### config.mk
export PLATFORM = sky130hd
export DESIGN_NAME = reflector_cfg
export DESIGN_NICKNAME = d
export VERILOG_FILES = /design/src/rtl/enigma_pkg.sv /design/src/rtl/reflector_table.sv /design/src/rtl/reflector_cfg.sv
export SDC_FILE = /design/constraint.sdc
export NUM_CORES = 1
export LEC_CHECK = 0
export CORE_ASPECT_RATIO = 0.75
export CORE_MARGIN = 2
export CORE_UTILIZATION = 45
export DETAILED_ROUTE_END_ITERATION = 6
export GPL_ROUTABILITY_DRIVEN = 0
export GPL_TIMING_DRIVEN = 0
export SYNTH_ARGS = -nofsm -noshare
export SYNTH_HDL_FRONTEND = slang
export SYNTH_SLANG_ARGS = --single-unit
export TNS_END_PERCENT = 1
### constraint.sdc
create_clock -name clk -period 9.45 [get_ports clk]
set_clock_uncertainty 0.15 [all_clocks]
set_input_delay 1.89 -clock clk [delete_from_list [all_inputs] [get_ports clk]]
set_output_delay 1.89 -clock clk [all_outputs]
set_load 0.03 [all_outputs]
### src/rtl/enigma_pkg.sv
// enigma_pkg: shared FSM state type, default reflector parameters and char-to-index helper
package enigma_pkg;
  typedef enum logic [2:0] {UNCFG, LOAD, CHECK, READY, ERROR} state_t;
  localparam int N_DEF = 26;
  localparam int W_DEF = 8;
  localparam int BASE_DEF = 65;
  // Index of a character relative to base, wrapped modulo 2^w.
  function automatic int unsigned char_idx(input int unsigned c, input int unsigned base, input int unsigned w);
    return (c - base) & ((32'd1 << w) - 32'd1);
  endfunction
endpackage

### src/rtl/reflector_table.sv
// reflector_table: N-entry forward/inverse wiring arrays
// ports: clk; wr_en/wr_idx/wr_val load write; chk_idx -> chk_fwd/chk_back check read; lk_char -> lk_fwd/lk_inv lookup read
module reflector_table
  import enigma_pkg::*;
#(
  parameter int N = N_DEF,
  parameter int W = W_DEF,
  parameter int IW = $clog2(N)
) (
  input  logic          clk,
  input  logic          wr_en,
  input  logic [IW-1:0] wr_idx,
  input  logic [W-1:0]  wr_val,
  input  logic [IW-1:0] chk_idx,
  output logic [W-1:0]  chk_fwd,
  output logic [W-1:0]  chk_back,
  input  logic [W-1:0]  lk_char,
  output logic [W-1:0]  lk_fwd,
  output logic [IW-1:0] lk_inv
);
  logic [W-1:0]  fwd [N];
  logic [IW-1:0] inv [N];
  logic          lk_in;
  always_ff @(posedge clk) begin
    if (wr_en) begin
      fwd[wr_idx] <= wr_val;
      if (32'(wr_val) < N) inv[wr_val[IW-1:0]] <= wr_idx;
    end
  end
  assign chk_fwd  = fwd[chk_idx];
  // second hop only meaningful when the first lands inside the table; out-of-range already fails the check
  assign chk_back = (32'(chk_fwd) < N) ? fwd[chk_fwd[IW-1:0]] : '0;
  assign lk_in    = 32'(lk_char) < N;
  assign lk_fwd   = lk_in ? fwd[lk_char[IW-1:0]] : '0;
  assign lk_inv   = lk_in ? inv[lk_char[IW-1:0]] : '0;
endmodule

### src/rtl/reflector_cfg.sv
// reflector_cfg: runtime-loadable Enigma reflector with self-check and valid/ready lookup
// ports: clk, reset; load_start/load_valid/load_data serial table load; cfg_ok/cfg_err/err_idx status;
//        in_valid/in_ready/in_char/dec lookup request; out_valid/out_ready/out_char/out_oor registered result
module reflector_cfg
  import enigma_pkg::*;
#(
  parameter int N = N_DEF,
  parameter int W = W_DEF,
  parameter int BASE = BASE_DEF
) (
  input  logic                 clk,
  input  logic                 reset,
  input  logic                 load_start,
  input  logic                 load_valid,
  input  logic [W-1:0]         load_data,
  output logic                 cfg_ok,
  output logic                 cfg_err,
  output logic [$clog2(N)-1:0] err_idx,
  input  logic                 in_valid,
  output logic                 in_ready,
  input  logic [W-1:0]         in_char,
  input  logic                 dec,
  output logic                 out_valid,
  input  logic                 out_ready,
  output logic [W-1:0]         out_char,
  output logic                 out_oor
);
  localparam int IW = $clog2(N);
  state_t        state, state_nx;
  logic [IW-1:0] cnt, cnt_nx, err_idx_nx;
  logic          cfg_ok_nx, cfg_err_nx;
  logic [W-1:0]  ld_val, k, chk_fwd, chk_back, lk_fwd;
  logic [IW-1:0] lk_inv;
  logic          ld_acc, last, chk_fail, oor, acc;
  assign ld_val   = W'(char_idx(32'(load_data), BASE, W));
  assign k        = W'(char_idx(32'(in_char), BASE, W));
  assign ld_acc   = state == LOAD && load_valid && !load_start;
  assign last     = cnt == IW'(N - 1);
  assign chk_fail = 32'(chk_fwd) >= N || chk_fwd == W'(cnt) || chk_back != W'(cnt);
  assign oor      = 32'(in_char) < BASE || 32'(in_char) >= BASE + N;
  assign in_ready = state == READY && (!out_valid || out_ready);
  assign acc      = in_valid && in_ready;
  reflector_table #(.N(N), .W(W)) u_table (
    .clk(clk), .wr_en(ld_acc), .wr_idx(cnt), .wr_val(ld_val),
    .chk_idx(cnt), .chk_fwd(chk_fwd), .chk_back(chk_back),
    .lk_char(k), .lk_fwd(lk_fwd), .lk_inv(lk_inv)
  );
  always_comb begin
    state_nx   = state;
    cnt_nx     = cnt;
    cfg_ok_nx  = cfg_ok;
    cfg_err_nx = cfg_err;
    err_idx_nx = err_idx;
    if (load_start) begin
      state_nx   = LOAD;
      cnt_nx     = '0;
      cfg_ok_nx  = 1'b0;
      cfg_err_nx = 1'b0;
    end else if (ld_acc) begin
      state_nx = last ? CHECK : LOAD;
      cnt_nx   = last ? '0 : cnt + 1'b1;
    end else if (state == CHECK) begin
      if (chk_fail) begin
        state_nx   = ERROR;
        cfg_err_nx = 1'b1;
        err_idx_nx = cnt;
      end else if (last) begin
        state_nx  = READY;
        cfg_ok_nx = 1'b1;
      end else cnt_nx = cnt + 1'b1;
    end
  end
  always_ff @(posedge clk) begin
    if (reset) begin
      state     <= UNCFG;
      cnt       <= '0;
      cfg_ok    <= 1'b0;
      cfg_err   <= 1'b0;
      err_idx   <= '0;
      out_valid <= 1'b0;
      out_char  <= '0;
      out_oor   <= 1'b0;
    end else begin
      state   <= state_nx;
      cnt     <= cnt_nx;
      cfg_ok  <= cfg_ok_nx;
      cfg_err <= cfg_err_nx;
      err_idx <= err_idx_nx;
      if (acc) begin
        out_valid <= 1'b1;
        out_oor   <= oor;
        out_char  <= oor ? in_char : W'(BASE) + (dec ? W'(lk_inv) : lk_fwd);
      end else if (out_ready) out_valid <= 1'b0;
    end
  end
endmodule

==> impl_metrics.yaml <==
placed_design:
  portBuffers: 37
  post-place-cells: 1782
  dpl.hpwl_um: 41300
detailed_routing:
  ant_nets: 0
  vias_per_cell: 6.595
  dr.pass1.iters: 6
  drtIter0Drc: 1946
  num_vias: 12210
  drc: 0
  wl_per_cell_um: 31.40
  wl_um: 58120
job:
  cap_violations: 0
cells_and_area:
  nNetsFinal: 1338
  seqCellArea_mm2: 0.01075
  multi_input_area_mm2: 0.007082
  drive_gt1_share_pct: 19.53
  nFillCells: 3243
  stdcell_count: 1851
  final_util_pct: 52.13
  syn2layout_area_growth_pct: 13.52
  num_antenna_cells: 0
worst_setup_path:
  path_class: "in -> reg"
  start_kind: "input port"
  cpLargestDelayFamily: "buffers and inverters"
  max_stage_delay_ns: 0.83
  reg2reg_setup_slack_ns: 4.02
  r2r_end: "err_idx[0]"
  crit_top_cell: "buf_2"
  crit_buf_inv: 10
  critPathRequiredTime_ns: 9.77
  arrival_ns: 9.37
  path_cells: "clkdlybuf4s50_1 > buf_2 > buf_4 > buf_2 > buf_2 > buf_2 > inv_1 > ha_1 > clkbuf_1 > clkdlybuf4s15_1 > clkbuf_2 > mux4_2 > mux2i_1 > a221oi_1 > nor2_1 > o21ai_0 > nor2b_1 > ha_1 > nor3b_1 > mux2_2 > nand2_1 > o211ai_1 > a21oi_1"
  path_depth: 23
  crit_path_start: "in_char[0]"
  path_max_fanout: 10
  r2r_cells: 16
  crit_path_end_kind: "flop"
  crit_slowest_cell: "clkdlybuf4s15_1"
  cp-endpoint: "out_char[4]"
clocking:
  cts_buffers: 39
  cts_htree_levels: 2
  cts_setup_buffers: 0
  cts_tree: "yes"
  cts.sinks: 368
  clockRootBuffer: "clkbuf_16"
  cts_buffer_depth: 3
  clk_pin_slew_ns: 0.06
  clk_latency_ns: 0.57
min_path:
  hp-class: "reg -> reg"
  min_from: "out_char[6]"
die:
  design.die.area_mm2: 0.04226
  core_mm2: 0.03981
  io_pins: 41
  initial_core_util_pct: 45.92
  rows: 63
  dieWidth_um: 236.7
  fp.dieH_um: 178.5
power:
  powerDensity_mw_per_mm2: 176.6
  cellLeakagePower_nw: 6.662
  power_mw: 3.664
  ir_drop_uv: 166.6
logic_synthesis:
  ys_warn_count: 0
  yosys.area.top_type: "edfxtp_1"
  syn_avg_cell_area_um2: 14.98
  synth_edf_count: 338
  syn_inst: 1220
  yosys-top-cells-area: "edfxtp_1 (56%), mux4_2 (14%), mux2i_1 (7.0%)"
  synth-main-ff-cell: "edfxtp_1"
  synth_seq_cells: 368
  yosysUniqueCellTypes: 74
  async_flop_share_pct: 0
  yosysSeqAreaShare_pct: 58.81
  yosysMostFrequentCell: "edfxtp_1"
  yosys-top-cells-count: "edfxtp_1 (338), mux2i_1 (128), mux4_2 (116), nor2_1 (98), nand2_1 (78)"
  synth_top_area_share_pct: 55.53
  netlist_area_mm2: 0.01828
  synth_nets: 1255
global_route:
  grt_overflow: 0
  grt_max_degree: 33
  grt_pass1_vias: 11560
  antenna_found_initial: 1
  grtUsageTotal_pct: 27.83
  grt_pass1_wl_um: 82830
sta:
  rsz0062_at_grt: "no"
  post-route-min-period_ns: 9.050
  hold_viol_final: 0
  slew_headroom_pct: 1.540
  fin_tns_setup_ns: 0
  worst_slew_pin_slew_ns: 1.472
  post-route-period-util_pct: 95.77
  finalMaxSlewViolations: 0
  fmax_ghz: 0.1105
  setup_violations: 0
outcome:
  status: "complete, no violations"
==> state kept, by name, summed over array words and instances, names as in the netlist, 3 cells and up, named ones only <==
| name | flops |
|---|---|
| out_char | 8 |
| u_table.fwd | 208 |
| err_idx | 5 |
| state | 3 |
| u_table.inv | 130 |
| cnt | 5 |
==> cells by family (layout without fill, tap and decap cells) <==
| kind of cell | after synthesis | after routing | share of synthesized area (%) |
|---|---|---|---|
| flops | 368 | 368 | 58.81 |
| simple gates | 310 | 310 | 7.995 |
| mux | 260 | 260 | 22.31 |
| compound gates | 157 | 157 | 6.222 |
| buf+inv | 89 | 200 | 2.690 |
| xor+xnor | 24 | 24 | 1.150 |
| fa+ha+maj | 12 | 12 | 0.8214 |
==> worst min path at each step <==
stage,end,slack [ns],depth (start not counted)
floorplan,state[1],0.31,2
global placement,out_char[4],0.30,2
detailed placement,cfg_ok,0.31,2
CTS,cfg_ok,0.32,2
global route,out_char[6],0.34,2
finish,out_char[6],0.32,2
==> power breakdown <==
part | internal [mW] | leakage [nW] | total [mW] | switching [mW]
combinational | 0.108 | 2.73 | 0.305 | 0.196
sequential | 1.78 | 3.30 | 1.78 | 0.00186
clock | 0.909 | 0.635 | 1.58 | 0.671
==> per-layer routing <==
metal  part of all wire, %  vias to the layer above  GRT usage (%)
met4                   2.3                        0          6.804
met1                    44                     6311          42.95
met3                    13                       68          8.016
li1                      -                     5039              -
met5                     0                        -              0
met2                    41                      790          38.39
==> area by class of cell <==
cell class / count / share of cell area (%)
Buffer: 71 / 2.080
Sequential cell: 368 / 51.81
Multi-Input combinational cell: 763 / 34.13
Tap cell: 520 / 3.136
Timing Repair Buffer: 42 / 2.231
Clock buffer: 44 / 4.794
Clock inverter: 25 / 1.495
Inverter: 18 / 0.3256
==> cell usage in the layout, fill, tap and decap left out, types with 10 or more instances in the layout <==
cell	synthesis	layout
clkbuf_1	27	30
nand2b_1	19	19
ha_1	12	12
a221oi_1	11	11
clkdlybuf4s50_1	0	37
edfxtp_1	338	338
a21oi_1	32	32
o21ai_0	13	13
mux4_2	116	116
nand2_1	78	78
nor3_1	39	39
mux2i_1	128	128
nand3_1	22	22
buf_2	22	22
a211oi_1	12	12
inv_1	16	16
dfxtp_1	30	30
a22oi_1	30	30
mux2_2	15	15
nor2b_1	10	10
nor2_1	98	98
clkbuf_16	0	39
==> tightest hold or removal path, delay by kind of cell (launching register included) <==
kind             cells  cell delay, ns
flip-flops           1            0.31
AND/OR/NAND/NOR      1            0.06
AO/OA/AOI/OAI        1            0.05
==> metrics by stage <==
step                hold WS [ns]  cell area (um2)  worst slack (ns)
floorplan                 0.3097            18280             2.835
detailed placement        0.3101            19430           -0.4402
finish                    0.3212            20750            0.4000
global placement          0.2973            19300           -0.5091
CTS                       0.3200            20730            0.1259
global route              0.3384            20750           0.07006
==> what timing repair did <==
item / 4_1_cts / 5_1_grt
hold buffers: 0 / 0
endpoints found under the setup margin: 0 / 3
resized for setup: 0 / 5
endpoints found under the hold margin: 0 / 0
(Power assumes the default switching activity.)
